$ cat src/rtl/activity_led.sv
// rtl/activity_led.sv - activity LED pulse stretcher (ON/OFF flash); optional event counter under ACTIVITY_COUNT_EN
module activity_led #(
  parameter int ON_CYCLES      = 4000000,
  parameter int OFF_CYCLES     = 4000000,
  parameter bit LED_ACTIVE_LOW = 1'b0
) (
  input  logic        clk,
  input  logic        rst_n,
  input  logic        trigger,
  input  logic        count_clr,
  output logic        led,
  output logic        busy,
  output logic [15:0] event_count
);

  // One counter serves both phases, so it is sized for the longer one.
  localparam int MAX_CYCLES = (ON_CYCLES > OFF_CYCLES) ? ON_CYCLES : OFF_CYCLES;
  localparam int CNT_W      = $clog2(MAX_CYCLES) + 1;

  localparam logic [CNT_W-1:0] ON_LOAD  = CNT_W'(ON_CYCLES - 1);
  localparam logic [CNT_W-1:0] OFF_LOAD = CNT_W'(OFF_CYCLES - 1);
  localparam logic [CNT_W-1:0] CNT_ONE  = CNT_W'(1);

  // Pin levels for a lit and a dark LED.
  localparam logic LED_LIT  = 1'b1 ^ LED_ACTIVE_LOW;
  localparam logic LED_DARK = 1'b0 ^ LED_ACTIVE_LOW;

  typedef enum logic [1:0] {
    IDLE = 2'd0,
    ON   = 2'd1,
    OFF  = 2'd2
  } state_t;

  state_t           state;
  logic [CNT_W-1:0] count;
  logic             pending;

  // Flash sequencer: every flash is a full ON phase followed by a full OFF gap; triggers seen meanwhile chain one more flash.
  always_ff @(posedge clk or negedge rst_n) begin
    if (!rst_n) begin
      state   <= IDLE;
      count   <= '0;
      pending <= 1'b0;
      led     <= LED_DARK;
      busy    <= 1'b0;
    end else begin
      case (state)
        IDLE: begin
          if (trigger) begin
            state <= ON;
            count <= ON_LOAD;
            led   <= LED_LIT;
            busy  <= 1'b1;
          end else begin
            led   <= LED_DARK;
            busy  <= 1'b0;
          end
        end

        ON: begin
          busy <= 1'b1;
          if (trigger) begin
            pending <= 1'b1;
          end
          if (count == '0) begin
            state <= OFF;
            count <= OFF_LOAD;
            led   <= LED_DARK;
          end else begin
            count <= count - CNT_ONE;
            led   <= LED_LIT;
          end
        end

        OFF: begin
          if (count == '0) begin
            // A trigger on the final dark cycle counts just like an earlier one.
            if (pending || trigger) begin
              state   <= ON;
              count   <= ON_LOAD;
              pending <= 1'b0;
              led     <= LED_LIT;
              busy    <= 1'b1;
            end else begin
              state   <= IDLE;
              led     <= LED_DARK;
              busy    <= 1'b0;
            end
          end else begin
            count <= count - CNT_ONE;
            led   <= LED_DARK;
            busy  <= 1'b1;
            if (trigger) begin
              pending <= 1'b1;
            end
          end
        end

        default: begin
          state   <= IDLE;
          count   <= '0;
          pending <= 1'b0;
          led     <= LED_DARK;
          busy    <= 1'b0;
        end
      endcase
    end
  end

`ifdef ACTIVITY_COUNT_EN
  // Saturating tally of trigger-high cycles; a clear on the same edge as a trigger wins.
  always_ff @(posedge clk or negedge rst_n) begin
    if (!rst_n) begin
      event_count <= 16'h0000;
    end else if (count_clr) begin
      event_count <= 16'h0000;
    end else if (trigger && (event_count != 16'hFFFF)) begin
      event_count <= event_count + 16'h0001;
    end
  end
`else
  // Counter not built: report zero and leave count_clr without effect.
  logic unused_count_clr;
  assign unused_count_clr = count_clr;
  assign event_count      = 16'h0000;
`endif

endmodule

$ cat config.mk
export PLATFORM = sky130hd
export DESIGN_NAME = activity_led
export DESIGN_NICKNAME = d
export VERILOG_FILES = /design/src/rtl/activity_led.sv
export SDC_FILE = /design/constraint.sdc
export NUM_CORES = 1
export LEC_CHECK = 0
export BUFFER_PORTS_ARGS = -buffer_cell sky130_fd_sc_hd__buf_4
export CORE_MARGIN = 2
export CORE_UTILIZATION = 55
export CTS_CLUSTER_DIAMETER = 30
export DETAILED_ROUTE_END_ITERATION = 12
export PLACE_DENSITY_LB_ADDON = 0.05
export SLEW_MARGIN = 25
export SYNTH_ARGS = -nofsm -noshare
export SYNTH_HDL_FRONTEND = slang
export SYNTH_SLANG_ARGS = --single-unit
$ cat constraint.sdc
create_clock -name clk -period 3.2 [get_ports clk]
set_clock_uncertainty 0.15 [all_clocks]
set_input_delay 0.32 -clock clk [delete_from_list [all_inputs] [get_ports clk]]
set_output_delay 0.32 -clock clk [all_outputs]
set_load 0.01 [all_outputs]
# == Word-level counts from Yosys, hierarchy flattened ==
# Index checks and enable logic that the tools add are counted.
# totals
register_bits,28
input_bits,4
wordCells,40
# op_classes
addsub,1
eq_ne,6
n_mux,21
bitwise,1
reduce_logical,6
# ops
op,count
23-bit 2-to-1 mux,4
23-bit case mux with 3 select lines,1
23-bit logical NOT,1
"23-bit by 1-bit subtractor with 23-bit output, second input constant",1
1-bit 2-to-1 mux,9
1-bit case mux with 3 select lines,3
2-bit 2-to-1 mux,3
"2-bit inequality test, second input constant",3
2-bit case mux with 3 select lines,1
2-bit AND reduction,2
"3-bit inequality test, second input constant",1
3-bit AND reduction,1
"2-bit by 1-bit equality test with 1-bit output, second input constant",1
"2-bit equality test, second input constant",1
2-bit logical NOT,1
1-bit logical OR,1
1-bit NOT,1

# == Logic depth before layout (Yosys ltp) ==
# Gate-level depths: netlist of the first run.
# depth
depth_word,4
mapped_depth,8

# == Least setup slack after synthesis of the first run ==
# Ideal clock, no wire load.
# synth_path
kind,register to register
start,register state[0]
end,register count[1]
setup_ns,0.121
arrival_ns,2.225
path_slack_ns,0.704
path_stages_with_launch,9
path_buffers,1
period_less_slack_ns,2.496
cell_sequence,dfrtp_1 inv_1 ha_1 or3b_2 or4_4 o21ai_4 buf_6 nor2_1 a22o_1
# synth_between
elab_chain_cells,3
word_cells_on_any_way,7
cone_classes,4 x eq/ne; 1 x mux; 2 x reduce/logical
# synth_rtl
item,line,text
start: declaration,34,state_t state;
start signal: assignment,41,state <= IDLE;
start signal: assignment,50,state <= ON;
start signal: assignment,66,state <= OFF;
2-bit equality test or 2-bit logical NOT (tied branches),47,case (state)
3-bit inequality test (no source line) or 2-bit inequality test (tied branches),n/a,
2-bit AND reduction (no source line),n/a,
end signal: assignment,70,count <= count - CNT_ONE;
end signal: assignment,90,count <= count - CNT_ONE;
end: declaration,35,logic [CNT_W-1:0] count;
# Parallel ways exist; a longest one is shown, timed or not.
# A chain may end at the register's enable or synchronous reset.

# == Worst setup path in the final report of the first run ==
# layout_path
start,register state[0]
end,register count[7]
# Same word-level chain as after synthesis.

==> flow_summary_export.csv, run 1 <==
group,metric,value,unit
run_status,status,"completed",
cts,htree_levels,1,
layout,diodes,0,
yosys,yosysWarningCount,0,
layout,layout-drive-gt1-share,10.5,%
layout,syn2layout_area_growth,4.37,%
floorplan,start_util,57.9,%
place,placed_area,1970,um2
yosys,synth.distinct_cells,51,
critical_path,crit_arrival,3030,ps
yosys,ys_ff_latch,28,
layout,nets,239,
pwr,power_density,776,nW/um2
yosys,synth-edff-count,0,
detailed_routing,dr.pass1.iters,4,
cts,cts_tree,"built",
yosys,synth_xor_area_share,1.35,%
cts,hold_buffers,1,
critical_path,cp_max_fo,21,
timing,fmaxAchievable,340,MHz
detailed_routing,drt-vias-per-instance,6.27,
floorplan,placeableCoreArea,3360,um2
global_routing,overflow,0,
global_routing,grt.total_usage,25.1,%
yosys,synthesis.area,1950,um2
detailed_routing,post-route-drc-count,0,
detailed_routing,wl,4.65,mm
layout,final_area,2030,um2
layout,register_area,701,um2
cts,postCtsSetupBuffers,0,
cts,cts_resized,0,
floorplan,design.die.area,4030,um2
pwr,ir_drop,0.000353,V
yosys,yosys-top-cells-area,"dfrtp_1, buf_4, a21oi_1",
cts,cts.sinks,28,
timing,setup_viol,0,
yosys,synth_compound_area_share,22.9,%
cts,clock_path_buffers,2,
hold_path,worstHoldPathType,"in -> reg",
yosys,ys_seq_area_share,36.0,%
timing,relSlewSlack,45.9,%
timing,finalSetupTns,0,ps
detailed_routing,vias,1718,
yosys,yosysTopAreaCell,"dfrtp_1",
timing,tightest_slew,801,ps
detailed_routing,ant_nets,0,
place,gp_congestion,0.915,
yosys,synth_flop_cell,"dfrtp_1",
yosys,synth.top_cell.area_share,36.0,%
yosys,synthMuxAreaShare,0,%
critical_path,worstSetupPathType,"reg -> reg",
cts,path_clk_slew,150,ps
timing,hold_violations,0,
pwr,finalPower,1.58,mW
yosys,synthSimpleGateAreaFrac,25.7,%
detailed_routing,wl_per_cell,17.0,um
timing,fin_crit,2940,ps
yosys,synthCells,221,
place,io_buffers,4,
critical_path,crit_path_start_kind,"flop",
cts,worstSkewPairLatency,350,ps
yosys,synth_area_per_cell,8.82,um2
floorplan,rows,21,
global_routing,grt_pass1_vias,1718,
floorplan,die_h,63.5,um
timing,maxSlewViolCount,0,
layout,multi_input_area,1110,um2
floorplan,ioPinCount,22,
timing,rsz0062_at_grt,"no",
critical_path,required,3290,ps
global_routing,antenna_found_initial,0,
floorplan,die_x,63.5,um
critical_path,worstSetupEndpointType,"flop",
yosys,synth_top_family_by_area,"simple AND/OR/NAND/NOR gates",
yosys,synthAdderAreaFrac,3.85,%
global_routing,grt_max_degree,29,
place,place_inst,269,
detailed_routing,drt_iter0_drc,136,
cts,root_buffer,"clkbuf_4",
layout,fillers,300,
layout,final_cells,274,
timing,post-route-period-util,91.9,%
layout,postLayoutCoreUtil,60.5,%
place,dp_hpwl,3.30,mm
cts,cts-buffers-inserted,3,
pwr,cellLeakagePower,0.795,nW
global_routing,grt_pass1_wl,8.07,mm
yosys,synthArstFlopShare,100,%
job,max-cap-violations,0,
Yosys cell counts (2+ instances only):
library cell	number
dfrtp_1	28
or3_1	7
ha_1	6
a21oi_2	2
o41ai_1	3
a41oi_1	3
clkbuf_1	3
a31oi_1	5
nor4b_1	2
o22ai_1	2
and2_1	2
buf_4	16
or4_1	2
nand4_1	6
a211oi_1	3
nor2b_1	2
or4_4	2
a22o_1	2
nand3_1	5
inv_1	9
a21oi_1	22
nor4_1	5
buf_6	2
o22a_1	4
nor2_1	17
nand2_1	12
nor3b_1	2
xor2_1	3
o21ai_0	8
or3b_2	2
o211a_1	3
o21a_1	2
nand4b_1	2
and4_1	3
nor3_2	2
nor3_1	7
metrics by stage:
| step | setup WS [ps] | hold slack, ps |
|---|---|---|
| detailed placement | 302 | 111 |
| CTS | 275 | 167 |
| floorplan | 704 | -126 |
| global placement | 379 | 107 |
| global route | 81.8 | 184 |
| finish | 260 | 173 |
report_power, final:
part | internal (mW) | switching (mW)
clock network | 0.127 | 0.114
logic | 0.292 | 0.433
registers | 0.466 | 0.145
total | 0.885 | 0.692
state kept, by name (all words and copies together) (netlist names):
| signal | count |
|---|---|
| pending | 1 |
| led | 1 |
| busy | 1 |
| state | 2 |
| count | 23 |
per-layer routing:
metal	share of wire, %	global-route usage, %	vias to the layer above
met5	0	0	-
met3	5.3	3.39	9
met1	43	32.1	812
li1	-	-	824
met2	49	42.0	73
met4	2.0	11.4	0
cell usage in the layout (no fill, tap or decap), types with 3 or more instances in the layout:
cell type and n:
nand2_1 12, xor2_1 3, a21oi_1 22, clkbuf_4 3, or3_1 7, o41ai_1 3
conb_1 16, nor3_1 7, nor2_1 17, o21ai_0 8, nand3_1 5, buf_4 9
inv_1 9, o211a_1 3, ha_1 6, dfrtp_1 28, a41oi_1 3, o22a_1 4
nand4_1 6, a211oi_1 3, a31oi_1 5, and4_1 3, nor4_1 5
critical path, cell delays in order (launching register included):
cell,delay (ps)
dfrtp_1,440
inv_1,100
ha_1,260
or3b_2,460
or4_4,460
o21ai_4,480
buf_4,230
a21oi_1,40
o211a_1,220
cells by family (layout without fill, tap and decap cells):
family / after synthesis / in the layout
adders and majority gates: 6 / 6
DFF: 28 / 28
buffers and inverters: 32 / 24
xor gates and xnor gates: 3 / 3
other: 1 / 16
AOI/OAI and AO/OA: 66 / 66
and+or+nand+nor: 85 / 85
cell type report:
cell class,instances,area share [%]
Multi-Input combinational cell,176,54.5
Clock buffer,3,1.11
Timing Repair Buffer,10,3.82
Sequential cell,28,34.5
Clock inverter,1,1.48
Inverter,10,1.85
Tap cell,46,2.83
final timing paths:
check                             to      start  depth (start not counted)  slack, ps
setup reg to reg            count[7]   state[0]                          8        260
hold / removal                   led    trigger                          3        170
max in group asynchronous   count[7]      rst_n                          2       2340
setup / recovery            count[7]   state[0]                          8        260
min in group asynchronous  count[20]      rst_n                          2        280
hold reg to reg            count[15]  count[15]                          2        430
No activity file was read; power rests on OpenSTA's default activity.
==> run 2: changes to the inputs <==
--- a/config.mk
+++ b/config.mk
@@ -5,7 +5,8 @@
 export SDC_FILE = /design/constraint.sdc
 export NUM_CORES = 1
 export LEC_CHECK = 0
-export BUFFER_PORTS_ARGS = -buffer_cell sky130_fd_sc_hd__buf_4
+export ABC_AREA = 1
+export BUFFER_PORTS_ARGS = -buffer_cell sky130_fd_sc_hd__buf_2
 export CORE_MARGIN = 2
 export CORE_UTILIZATION = 55
 export CTS_CLUSTER_DIAMETER = 30
==> constraint.sdc (replaced) <==
create_clock -name clk -period 3.2 [get_ports clk]
set_clock_uncertainty 0.15 [all_clocks]
set_input_delay 0.32 -clock clk [delete_from_list [all_inputs] [get_ports clk]]
set_output_delay 0.32 -clock clk [all_outputs]
set_load 0.02 [all_outputs]
==> run 2 against run 1 <==
Highest routed layer unchanged. Combinational power is 75% higher. Largest cell class unchanged. Synthesized cell count is 60% higher. Routed wire length is 18% higher. Sequential power is 1% higher. Hold slack better by 93 ps. Core utilization is 1.9 points lower. Die area is 17% higher. Register-to-register slack better by 500 ps. Clock power is 17% lower. Final cell count is 48% higher. Via count is 22% higher.
==> flow_summary_export.csv, run 2 <==
group,metric,value,unit
run_status,status,"completed",
yosys,synth_common_cells,"nand2_1, nor2_1, nand3_1",
cts,root_buffer,"clkbuf_8",
timing,fin_crit,2440,ps
yosys,synthesis.area,2300,um2
layout,diodes,0,
yosys,synth-edff-count,0,
critical_path,critical_path.endpoint,"count[1]",
layout,layout-drive-gt1-share,8.71,%
place,dp_hpwl,4.03,mm
layout,fillers,416,
layout,final_common_cell,"nand2_1",
timing,whs,267,ps
timing,rsz0062_at_grt,"no",
pwr,power_density,893,nW/um2
critical_path,r2r_end,"count[1]",
yosys,synth_area_per_cell,6.50,um2
yosys,synth_most_common_cell,"nand2_1",
detailed_routing,drt_iter0_drc,117,
cts,path_clk_slew,100,ps
layout,register_area,701,um2
pwr,pwr-share-seq,29.6,%
critical_path,worstSetupPathType,"reg -> reg",
layout,largestRegisters,"count (23), state (2)",
yosys,yosys-top-cells-area,"dfrtp_1, nand2_1, nand3_1",
cts,htree_levels,1,
timing,hold_violations,0,
critical_path,timing.rr.start,"state[0]",
yosys,synth.top_cell.area_share,30.5,%
cts,cts_tree,"built",
cts,clock_path_buffers,2,
yosys,synth.distinct_cells,34,
timing,setup_viol,0,
pwr,cellLeakagePower,1.31,nW
critical_path,worstSetupEndpointType,"flop",
cts,worstSkewPairLatency,280,ps
global_routing,antenna_found_initial,0,
floorplan,die_x,68.7,um
pwr,ir_drop,0.000757,V
floorplan,ioPinCount,22,
timing,post-route-period-util,76.2,%
pwr,p_int,0.966,mW
hold_path,worstHoldPathType,"in -> reg",
floorplan,rows,23,
layout,syn2layout_area_growth,1.80,%
detailed_routing,drt-vias-per-instance,5.17,
detailed_routing,ant_nets,0,
timing,finalSetupTns,0,ps
timing,maxSlewViolCount,0,
global_routing,grt_max_degree,29,
layout,regMostFlops,"count",
timing,fmaxAchievable,410,MHz
cts,cts.sinks,28,
cts,cts-buffers-inserted,3,
timing,tightest_slew,670,ps
detailed_routing,post-route-drc-count,0,
yosys,synthCells,354,
global_routing,grt_pass1_vias,1871,
layout,largest_reg_flops,23,
yosys,synth_flop_cell,"dfrtp_1",
pwr,pwr-share-comb,60.9,%
cts,postCtsSetupBuffers,0,
layout,multi_input_area,1350,um2
critical_path,required,3260,ps
critical_path,cp_max_fo,17,
place,gp_congestion,0.948,
critical_path,rrSetupSlack,760,ps
global_routing,grt_pass1_wl,9.14,mm
critical_path,crit_path_start_kind,"flop",
detailed_routing,dr.pass1.iters,4,
critical_path,crit_arrival,2490,ps
floorplan,placeableCoreArea,4000,um2
place,io_buffers,4,
detailed_routing,wl,5.51,mm
pwr,swShare,53.8,%
floorplan,design.die.area,4710,um2
critical_path,ff2ff_path_depth,10,
yosys,ys_ff_latch,28,
critical_path,startpoint,"state[0]",
job,max-cap-violations,0,
yosys,yosysTopAreaCell,"dfrtp_1",
timing,relSlewSlack,55.3,%
global_routing,overflow,0,
floorplan,die_h,68.7,um
pwr,clkPwrFrac,9.6,%
layout,nets,368,
yosys,yosysWarningCount,0,
detailed_routing,vias,2097,
layout,final_cell_mix,"nand2_1, nor2_1, nand3_1",
yosys,synthArstFlopShare,100,%
floorplan,start_util,57.5,%
pwr,power_switching,1.12,mW
global_routing,grt.total_usage,26.4,%
detailed_routing,wl_per_cell,13.6,um
yosys,ys_seq_area_share,30.5,%
==> run 2: cell count changes after synthesis, moves of 20 or more <==
| cell | delta |
|---|---|
| a21oi_1 | -20 |
| inv_1 | +25 |
| nand2_1 | +108 |
| nand3_1 | +35 |
| nor2_1 | +25 |
==> run 2: cell type report <==
| type | instances | area share (%) |
|---|---|---|
| sequential | 28 | 29.9 |
| multi-input combinational | 281 | 57.8 |
| timing repair buffer | 7 | 1.92 |
| tap | 50 | 2.67 |
| clock buffer | 3 | 1.76 |
| inverter | 37 | 5.93 |
==> run 2: metrics by stage <==
| stage | instances | utilization [%] | worst slack [ps] | cell area [um2] | total power, mW |
|---|---|---|---|---|---|
| 5_1_grt | 406 | 58.5 | 465 | 2340 | 2.34 |
| 2_1_floorplan | 369 | - | 1450 | 2360 | 1.61 |
| 6_report | 406 | 58.5 | 763 | 2340 | 2.09 |
| 3_5_place_dp | 402 | 57.2 | 732 | 2290 | 1.90 |
| 3_3_place_gp | 402 | 57.2 | 803 | 2290 | 1.86 |
| 4_1_cts | 406 | 58.5 | 705 | 2340 | 2.10 |
==> run 2: cells by family after synthesis <==
kind of cell | share of synthesized area [%]
simple gates | 47.1
buf+inv | 13.2
flops | 30.5
compound gates | 5.44
fa+ha+maj | 3.26
xor+xnor | 0.381
other cells | 0.163
==> run 2: worst min path at each step <==
stage | depth (start not counted) | slack, ps | endpoint | start
2_1_floorplan | 0 | -130 | busy | rst_n
3_3_place_gp | 1 | 240 | count[4] | rst_n
3_5_place_dp | 1 | 240 | count[4] | rst_n
4_1_cts | 5 | 260 | led | trigger
5_1_grt | 5 | 340 | led | trigger
6_report | 5 | 270 | busy | trigger
==> run 2: power groups by stage <==
stage / Combinational [mW] / Sequential [mW] / Clock (mW)
4_1_cts: 1.28 / 0.616 / 0.206
2_1_floorplan: 1.01 / 0.598 / 0
6_report: 1.27 / 0.618 / 0.200
5_1_grt: 1.48 / 0.639 / 0.215
3_5_place_dp: 1.27 / 0.623 / 0
3_3_place_gp: 1.24 / 0.614 / 0
==> run 2: per-layer routing <==
metal / GRT usage, % / vias up / part of all wire, %
li1: - / 1091 / -
met1: 37.5 / 934 / 45
met2: 42.3 / 65 / 46
met3: 2.44 / 7 / 6.6
met4: 8.00 / 0 / 1.7
met5: 0 / - / 0
==> run 2: what timing repair did <==
item / 4_1_cts / 5_1_grt
setup endpoints to repair: 0 / 0
resized for setup: 0 / 0
endpoints found under the hold margin: 28 / 0
hold buffers: 1 / 0
==> run 2: critical path: stages (launching register included) <==
cell      delay (ps)
dfrtp_1          410
inv_1             80
ha_1             220
clkinv_1          50
buf_4            210
nor2_1            60
inv_1            200
nand2_4          180
nor2_2           560
nand2_1          100
o21ai_1          120
